**src/rtl/decoder_arbiter8_if.sv**
```systemverilog
// Request/grant bundle between the requesters, the arbiter and the shared decoder.
// master: requester side; slave: arbiter side.
interface decoder_arbiter8_if;
    logic [7:0] Req;
    logic       Done;
    logic [2:0] GntIdx;
    logic       GntValid;
    logic [7:0] Gnt;
    logic [7:0] GrantCount;
    logic       Timeout;

    modport master (
        output Req, Done,
        input  GntIdx, GntValid, Gnt, GrantCount, Timeout
    );

    modport slave (
        input  Req, Done,
        output GntIdx, GntValid, Gnt, GrantCount, Timeout
    );
endinterface

```
**src/rtl/decoder_arbiter8.sv**
```systemverilog
// Round-robin arbiter sharing one three_to_eight decoder among eight requesters.
// Optional hold-time limit with forced release is built when ARB_TIMEOUT_EN is defined.
module three_to_eight (
    output logic [7:0] Out,
    input  logic       E,
    input  logic [2:0] Inp
);
    always_comb begin
        Out = 8'b0;
        if (E) Out[Inp] = 1'b1;
    end
endmodule

module decoder_arbiter8 #(
    parameter int unsigned MAX_HOLD = 15
) (
    input  logic               clk,
    input  logic               rst,
    decoder_arbiter8_if.slave  bus
);
    localparam int unsigned N_REQ  = 8;
    localparam int unsigned IDX_W  = 3;
    localparam int unsigned CNT_W  = 8;
    localparam int unsigned HOLD_W = 4;

    if (MAX_HOLD < 2 || MAX_HOLD > 15) begin : g_bad_max_hold
        $error("decoder_arbiter8: MAX_HOLD must be in 2..15");
    end

    typedef enum logic {IDLE, GRANT} state_t;

    state_t             r_state, w_state_nxt;
    logic [IDX_W-1:0]   r_ptr, w_ptr_nxt;
    logic [IDX_W-1:0]   r_gnt_idx, w_gnt_idx_nxt;
    logic               r_gnt_valid, w_gnt_valid_nxt;
    logic [CNT_W-1:0]   r_grant_count, w_grant_count_nxt;
    logic [IDX_W-1:0]   w_sel_idx;
    logic               w_sel_found;
    logic               w_owner_req;
    logic               w_force;
    logic [N_REQ-1:0]   w_gnt;

`ifdef ARB_TIMEOUT_EN
    logic [HOLD_W-1:0]  r_hold_cnt, w_hold_cnt_nxt;
    logic               r_timeout, w_timeout_nxt;

    assign w_force = (r_state == GRANT) && (r_hold_cnt == HOLD_W'(MAX_HOLD - 1));
`else
    assign w_force = 1'b0;
`endif

    assign w_owner_req = bus.Req[r_gnt_idx];

    // First set request searching cyclically upward from the pointer.
    always_comb begin
        w_sel_idx   = '0;
        w_sel_found = 1'b0;
        for (int unsigned k = 0; k < N_REQ; k++) begin
            logic [IDX_W-1:0] idx;
            idx = r_ptr + IDX_W'(k);
            if (!w_sel_found && bus.Req[idx]) begin
                w_sel_idx   = idx;
                w_sel_found = 1'b1;
            end
        end
    end

    always_comb begin
        w_state_nxt       = r_state;
        w_ptr_nxt         = r_ptr;
        w_gnt_idx_nxt     = r_gnt_idx;
        w_gnt_valid_nxt   = r_gnt_valid;
        w_grant_count_nxt = r_grant_count;
`ifdef ARB_TIMEOUT_EN
        w_hold_cnt_nxt    = r_hold_cnt;
        w_timeout_nxt     = 1'b0;
`endif
        case (r_state)
            IDLE: begin
                if (w_sel_found) begin
                    w_state_nxt       = GRANT;
                    w_gnt_idx_nxt     = w_sel_idx;
                    w_gnt_valid_nxt   = 1'b1;
                    w_grant_count_nxt = r_grant_count + CNT_W'(1);
`ifdef ARB_TIMEOUT_EN
                    w_hold_cnt_nxt    = '0;
`endif
                end
            end
            GRANT: begin
                if (bus.Done || !w_owner_req || w_force) begin
                    w_state_nxt     = IDLE;
                    w_gnt_valid_nxt = 1'b0;
                    w_ptr_nxt       = r_gnt_idx + IDX_W'(1);
`ifdef ARB_TIMEOUT_EN
                    // Only flag a forced release when nothing else caused it.
                    w_timeout_nxt   = w_force && !bus.Done && w_owner_req;
`endif
                end else begin
`ifdef ARB_TIMEOUT_EN
                    w_hold_cnt_nxt  = r_hold_cnt + HOLD_W'(1);
`endif
                end
            end
            default: w_state_nxt = IDLE;
        endcase
    end

    always_ff @(posedge clk or posedge rst) begin
        if (rst) begin
            r_state       <= IDLE;
            r_ptr         <= '0;
            r_gnt_idx     <= '0;
            r_gnt_valid   <= 1'b0;
            r_grant_count <= '0;
`ifdef ARB_TIMEOUT_EN
            r_hold_cnt    <= '0;
            r_timeout     <= 1'b0;
`endif
        end else begin
            r_state       <= w_state_nxt;
            r_ptr         <= w_ptr_nxt;
            r_gnt_idx     <= w_gnt_idx_nxt;
            r_gnt_valid   <= w_gnt_valid_nxt;
            r_grant_count <= w_grant_count_nxt;
`ifdef ARB_TIMEOUT_EN
            r_hold_cnt    <= w_hold_cnt_nxt;
            r_timeout     <= w_timeout_nxt;
`endif
        end
    end

    three_to_eight u_dec (
        .Out (w_gnt),
        .E   (r_gnt_valid),
        .Inp (r_gnt_idx)
    );

    assign bus.Gnt        = w_gnt;
    assign bus.GntIdx     = r_gnt_idx;
    assign bus.GntValid   = r_gnt_valid;
    assign bus.GrantCount = r_grant_count;
`ifdef ARB_TIMEOUT_EN
    assign bus.Timeout    = r_timeout;
`else
    assign bus.Timeout    = 1'b0;
`endif
endmodule

```
**src/flat_wrapper.sv**
```systemverilog
// flat-port wrapper written by rule: the top's interface ports become plain ports
module decoder_arbiter8_flat 
#(
    parameter int unsigned MAX_HOLD = 15
)
  (clk, rst, bus_Req, bus_Done, bus_GntIdx, bus_GntValid, bus_Gnt, bus_GrantCount, bus_Timeout);
  decoder_arbiter8_if bus_i ();
  input  logic clk;
  input  logic rst;
  input wire logic [$bits(bus_i.Req)-1:0] bus_Req;
  input wire logic [$bits(bus_i.Done)-1:0] bus_Done;
  output wire logic [$bits(bus_i.GntIdx)-1:0] bus_GntIdx;
  output wire logic [$bits(bus_i.GntValid)-1:0] bus_GntValid;
  output wire logic [$bits(bus_i.Gnt)-1:0] bus_Gnt;
  output wire logic [$bits(bus_i.GrantCount)-1:0] bus_GrantCount;
  output wire logic [$bits(bus_i.Timeout)-1:0] bus_Timeout;
  assign bus_i.Req = bus_Req;
  assign bus_i.Done = bus_Done;
  assign bus_GntIdx = bus_i.GntIdx;
  assign bus_GntValid = bus_i.GntValid;
  assign bus_Gnt = bus_i.Gnt;
  assign bus_GrantCount = bus_i.GrantCount;
  assign bus_Timeout = bus_i.Timeout;
  decoder_arbiter8 #(.MAX_HOLD(MAX_HOLD)) u_core (.clk(clk), .rst(rst), .bus(bus_i));
endmodule
```
**config.mk**
```make
export PLATFORM = sky130hd
export DESIGN_NAME = decoder_arbiter8_flat
export DESIGN_NICKNAME = d
export VERILOG_FILES = /design/src/rtl/decoder_arbiter8_if.sv /design/src/rtl/decoder_arbiter8.sv /design/src/flat_wrapper.sv
export SDC_FILE = /design/constraint.sdc
export NUM_CORES = 1
export LEC_CHECK = 0
export ABC_AREA = 1
export CAP_MARGIN = 20
export CORE_ASPECT_RATIO = 1.25
export CORE_MARGIN = 2
export CORE_UTILIZATION = 56
export DETAILED_ROUTE_END_ITERATION = 7
export GPL_TIMING_DRIVEN = 0
export PLACE_DENSITY = 0.85
export SLEW_MARGIN = 20
export SYNTH_ARGS = -nofsm -noshare
export SYNTH_HDL_FRONTEND = slang
export SYNTH_SLANG_ARGS = --single-unit
export TNS_END_PERCENT = 30
```
**constraint.sdc**
```tcl
create_clock -name clk -period 5.5 [get_ports clk]
set_input_delay 1.1 -clock clk [delete_from_list [all_inputs] [get_ports clk]]
set_output_delay 1.1 -clock clk [all_outputs]
set_load 0.02 [all_outputs]
```
### Word-level counts from Yosys, hierarchy flattened

Cells that the tools add are included.

| word-level totals | value |
|---|---|
| register bits after elaboration | 16 |
| bits in latches | 0 |
| RAM bits | 0 |
| bits in read-only memories | 0 |
| bits of input ports | 11 |
| memories | 0 |

| cells by class | value |
|---|---|
| $add $sub $neg | 9 |
| multipliers | 0 |
| div/mod/pow operators | 0 |
| order comparisons | 10 |
| eq/ne operators | 2 |
| shift-type cells | 0 |
| mux-type cells | 43 |
| bitwise gates (word level) | 1 |
| reductions and logical operators | 20 |

Operators with widths:

| operator | number |
|---|---|
| 3-bit by 4-bit < comparator with 1-bit output, second input constant | 9 |
| 1-bit binary-select mux with 3-bit select | 9 |
| 3-bit 2-to-1 mux | 8 |
| 1-bit 2-to-1 mux | 22 |
| 3-bit adder, second input constant | 4 |
| 8-bit by 1-bit adder with 8-bit output, second input constant | 1 |
| 1-bit logical AND | 8 |
| 1-bit logical NOT | 8 |
| 8-bit 2-to-1 mux | 1 |
| 3-bit by 1-bit adder with 3-bit output, second input constant | 2 |
| 3-bit by 2-bit adder with 3-bit output, second input constant | 2 |
| 2-bit AND reduction | 3 |
| 1-bit case mux with 2 select lines | 2 |
| 1-bit demux with 3-bit select | 1 |
| 3-bit by 1-bit greater-or-equal comparator with 1-bit output, second input constant | 1 |
| 2-bit by 1-bit != test with 1-bit output, second input constant | 1 |
| 2-bit != test, second input constant | 1 |
| 1-bit logical OR | 1 |
| 1-bit NOT | 1 |

### Depth between registers and ports, before layout

| logic depth | value |
|---|---|
| depth after elaboration | 26 |
| gate-level depth with buffers | 16 |

### Modules after synthesis

Synthesis repeated with hierarchy kept, for this count alone.

| unflattened totals | value |
|---|---|
| cells, all modules | 245 |
| area, all modules | 1647.8 um2 |

By module, submodules not included:

| module | times used | cells each | area an instance (um2) |
|---|---|---|---|
| decoder_arbiter8 | 1 | 228 | 1584.0 |
| three_to_eight | 1 | 17 | 63.8 |

### Worst setup path after synthesis

Ideal clock, no wire load.

| timing path | value |
|---|---|
| path type | input port to flip-flop |
| start | input bus_Req[3] |
| end | register u_core.r_state |
| setup time | 0.123 ns |
| arrival | 2.206 ns |
| data required time | 5.377 ns |
| path slack | 3.171 ns |
| stages | 11 |
| path buffers | 1 |
| cell sequence | nand2_2 nand3_2 nand3_2 nand2_4 nor2_8 nand4_4 nor2_4 nand3_2 nand2_4 buf_12 o21ai_1 |

| between the ends | value |
|---|---|
| cells in the longest elaborated chain, start to end | 26 |

RTL lines:

| element | RTL line | text |
|---|---|---|
| start: declaration | flat_wrapper.sv:10 | `input wire logic [$bits(bus_i.Req)-1:0] bus_Req;` |
| 1-bit binary-select mux with 3-bit select | decoder_arbiter8.sv:61 | `if (!w_sel_found && bus.Req[idx]) begin` |
| 1-bit 2-to-1 mux (not written as such) | decoder_arbiter8.sv:61 |  |
| 1-bit 2-to-1 mux | decoder_arbiter8.sv:61 |  |
| 1-bit logical NOT | decoder_arbiter8.sv:61 |  |
| 1-bit logical AND | decoder_arbiter8.sv:61 |  |
| 1-bit 2-to-1 mux | decoder_arbiter8.sv:61 |  |
| 1-bit logical NOT | decoder_arbiter8.sv:61 |  |
| 1-bit logical AND | decoder_arbiter8.sv:61 |  |
| [11 not listed] | - |  |
| 1-bit logical AND | decoder_arbiter8.sv:61 |  |
| 1-bit 2-to-1 mux | decoder_arbiter8.sv:61 |  |
| 1-bit logical NOT | decoder_arbiter8.sv:61 |  |
| 1-bit logical AND | decoder_arbiter8.sv:61 |  |
| 1-bit 2-to-1 mux | decoder_arbiter8.sv:61 |  |
| 1-bit 2-to-1 mux | decoder_arbiter8.sv:80 | `if (w_sel_found) begin` |
| 1-bit case mux with 2 select lines (*) | decoder_arbiter8.sv:78 | `case (r_state)` |
| via u_core.w_state_nxt | decoder_arbiter8.sv:32 | `state_t r_state, w_state_nxt;` |
| end signal: assignment | decoder_arbiter8.sv:121 | `r_state <= w_state_nxt;` |
| end: declaration | decoder_arbiter8.sv:32 |  |

Mark *: on every way through the listed nets, which the timed path passes. The rest lies on a longest branch. The select of a mux whose other input is x is not followed.
A chain may end at the register's enable or synchronous reset.

### Worst setup path after layout

| timing path | value |
|---|---|
| start | register u_core.r_gnt_idx[0] (netlist: u_core.bus.GntIdx[0]) |
| end | output bus_Gnt[0] |

| between the ends | value |
|---|---|
| cells in the longest elaborated chain, start to end | 5 |

RTL lines:

| element | RTL line | text |
|---|---|---|
| start: declaration | decoder_arbiter8.sv:34 | `logic [IDX_W-1:0] r_gnt_idx, w_gnt_idx_nxt;` |
| start signal: assignment | decoder_arbiter8.sv:123 | `r_gnt_idx <= w_gnt_idx_nxt;` |
| 3-bit by 4-bit < comparator with 1-bit output (not written as such) / 3-bit by 1-bit greater-or-equal comparator with 1-bit output (equally long branches) | decoder_arbiter8.sv:10 | `if (E) Out[Inp] = 1'b1;` |
| 1-bit logical AND (not written as such) | decoder_arbiter8.sv:10 |  |
| 1-bit 2-to-1 mux (not written as such) | decoder_arbiter8.sv:10 |  |
| 1-bit demux with 3-bit select (*) | decoder_arbiter8.sv:10 |  |
| 8-bit 2-to-1 mux (*) | decoder_arbiter8.sv:10 |  |
| end: declaration | flat_wrapper.sv:14 | `output wire logic [$bits(bus_i.Gnt)-1:0] bus_Gnt;` |

Mark *: on every way between the ends. The rest lies on a longest branch, timed or not.

==> impl_metrics.toml <==
[status]
status = "completed"

[sta]
maxSlewViolCount = 0
tns_ns = 0
fin_crit_ns = 2.97
hold_viol = 0
setup_ws_ns = 2.53
finalCritPeriodShare_pct = 54.0
slew-limit-headroom_pct = 60.2
max_slew.worst_pin.slew_ns = 0.596
max_freq_ghz = 0.337
hold_slack_ns = 0.560
skew_ns = 0.00350
final-setup-viol-count = 0
rsz0062_at_grt = "false"

[finish]
antennaDiodeCount = 0
final_nets = 295
final_common_cell = "nand2_1"
final_cell_mix = "nand2_1 (68), clkdlybuf4s50_1 (30), nor2_1 (28), inv_1 (24), nand3_1 (24)"
layout-drive-gt1-share_pct = 15.5
syn_to_final_growth_pct = 22.2

[critical_path]
start_kind = "flip-flop"
cp_max_fo = 8
crit_arrival_ns = 1.87
worstSetupPathType = "reg2out"
end_kind = "output pin"
required_ns = 4.40

[floorplanning]
rows = 22
fp.dieW_um = 52.6
ioPinCount = 32
start_util_pct = 57.2
dieArea_um2 = 3410
fp.dieH_um = 64.8
core_area_um2 = 2890

[clock_tree]
clkTransAtPathRegs_ns = 0.08
postCtsSetupBuffers = 0
postCtsResizedCells = 0
cts_max_path_buffers = 2
numClockSinks = 16
root_buffer = "clkbuf_4"
cts_hold_buffers = 0
cts_buffers = 3
htree_levels = 1
cts_tree = "done"
clock_latency_ns = 0.28

[grt]
met3_usage_pct = 1.84
met1_usage_pct = 29.8
grtUsageMet2_pct = 49.1
gr-total-overflow = 0
grt_busiest_layer = "met2"
antenna_found_initial = 0
grt_max_degree = 17
grt_pass1_vias = 1623
grt_pass1_wl_mm = 6.89
grt_use_total_pct = 26.1

[synthesis]
synth-xor-area-share_pct = 6.73
yosys.area_share.simple_pct = 49.0
synthAdderAreaFrac_pct = 3.03
synth-edff-count = 0
yosysWarnings = 0
muxShareOfSynthArea_pct = 0
synth_ff_type = "dfrtp_1"
netlist_area_um2 = 1650
synth_area_per_cell_um2 = 6.75
synth-compound-area-share_pct = 6.81
postSynthCellCount = 245
synth_cell_types = 34
synth_async_sr_flop_share_pct = 100
synth_nets = 260
ys_ff_latch = 16
synth_top_family_by_area = "simple AND/OR/NAND/NOR gates"
yosysSeqAreaShare_pct = 24.2

[pwr]
p_leak_nw = 0.984
finalPower_mw = 1.48
ir_worst_vdd_v = 0.000424
powerDensity_nw_per_um2 = 731

[route]
drcViolationCount = 0
drtIter0Drc = 33
wirelength_mm = 3.99
wl_per_cell_um = 12.7
via_per_inst = 5.40
antenna_left = 0
dr.pass1.iters = 4
num_vias = 1696

[place]
gp_congestion = 0.828
hpwlAfterDp_mm = 3.31
io_buffers = 30
post-place-ws_ns = 2.43

[job]
cap_violations = 0

[min_path]
hold_path.class = "reg2reg"
==> cell families after synthesis <==
kind of cell / Yosys count
flip-flops: 16
AND/OR/NAND/NOR: 160
XOR/XNOR: 11
adder cells (fa/ha/maj): 4
other: 1
buffers and inverters: 33
AO/OA/AOI/OAI: 20
==> area by class of cell <==
class	count	area, µm²
multi-input combinational	196	1090
fill	255	868
sequential	16	400
timing repair buffer	30	300
inverter	27	103
buffer	6	62.6
tap	36	45.0
clock buffer	3	22.5
==> path summary, 6_finish.rpt <==
check	from	to	slack [ns]	cells past startpoint
max	u_core.bus.GntIdx[0]	bus_Gnt[0]	2.53	5
min	u_core.bus.GntValid	u_core.bus.GntValid	0.56	2
max reg2reg	u_core.r_ptr[1]	u_core.bus.GntIdx[0]	2.75	15
min reg2reg	u_core.bus.GntValid	u_core.bus.GntValid	0.56	2
max in group asynchronous	rst	u_core.bus.GrantCount[4]	3.92	2
min in group asynchronous	rst	u_core.r_ptr[2]	1.19	2
==> layer usage <==
metal / vias to the layer above / wire length [µm]
li1: 853 / -
met1: 787 / 1630
met2: 43 / 2100
met3: 13 / 128
met4: 0 / 125
met5: - / 0
==> metrics by stage <==
stage                     cell area [µm²]  instances  util, %
after floorplan                      1650        245        -
after global placement               2000        311     69.2
after detailed placement             2000        311     69.2
after CTS                            2020        314     70.0
after global routing                 2020        314     70.0
final                                2020        314     70.0
==> cells in the mapped netlist (2+ instances only) <==
cell type / n / share of area, %
buf_4: 2 / 0.91
buf_6: 2 / 1.4
dfrtp_1: 16 / 24
ha_1: 4 / 3.0
inv_1: 24 / 5.4
inv_2: 2 / 0.45
nand2_1: 68 / 15
nand2_2: 12 / 4.5
nand2_4: 3 / 2.0
nand3_1: 24 / 7.3
nand3_2: 9 / 5.4
nand4_1: 7 / 2.6
nor2_1: 28 / 6.4
nor3_1: 3 / 0.91
o21ai_0: 11 / 3.3
o21ai_1: 3 / 0.91
o21bai_1: 2 / 0.91
xnor2_1: 5 / 2.6
xor2_1: 4 / 2.1
xor2_2: 2 / 2.0
==> state kept, by name (all words and copies together), names as in the netlist <==
| signal | cells |
|---|---|
| u_core.bus.GrantCount | 8 |
| u_core.bus.GntIdx | 3 |
| u_core.bus.GntValid | 1 |
| u_core.r_ptr | 3 |
| u_core.r_state | 1 |
==> worst max-delay path, cell delays in order, from the launching register on <==
cell	delay [ns]
dfrtp_1	0.41
clkbuf_2	0.18
inv_1	0.15
nand2_1	0.12
nor2_1	0.12
clkdlybuf4s50_1	0.61
==> power by group <==
group          switching (mW)  total (mW)  internal [mW]
sequential             0.0631       0.235          0.172
clock                  0.0349      0.0603         0.0254
combinational           0.748        1.18          0.435
Power figures use the tool's default switching activity.
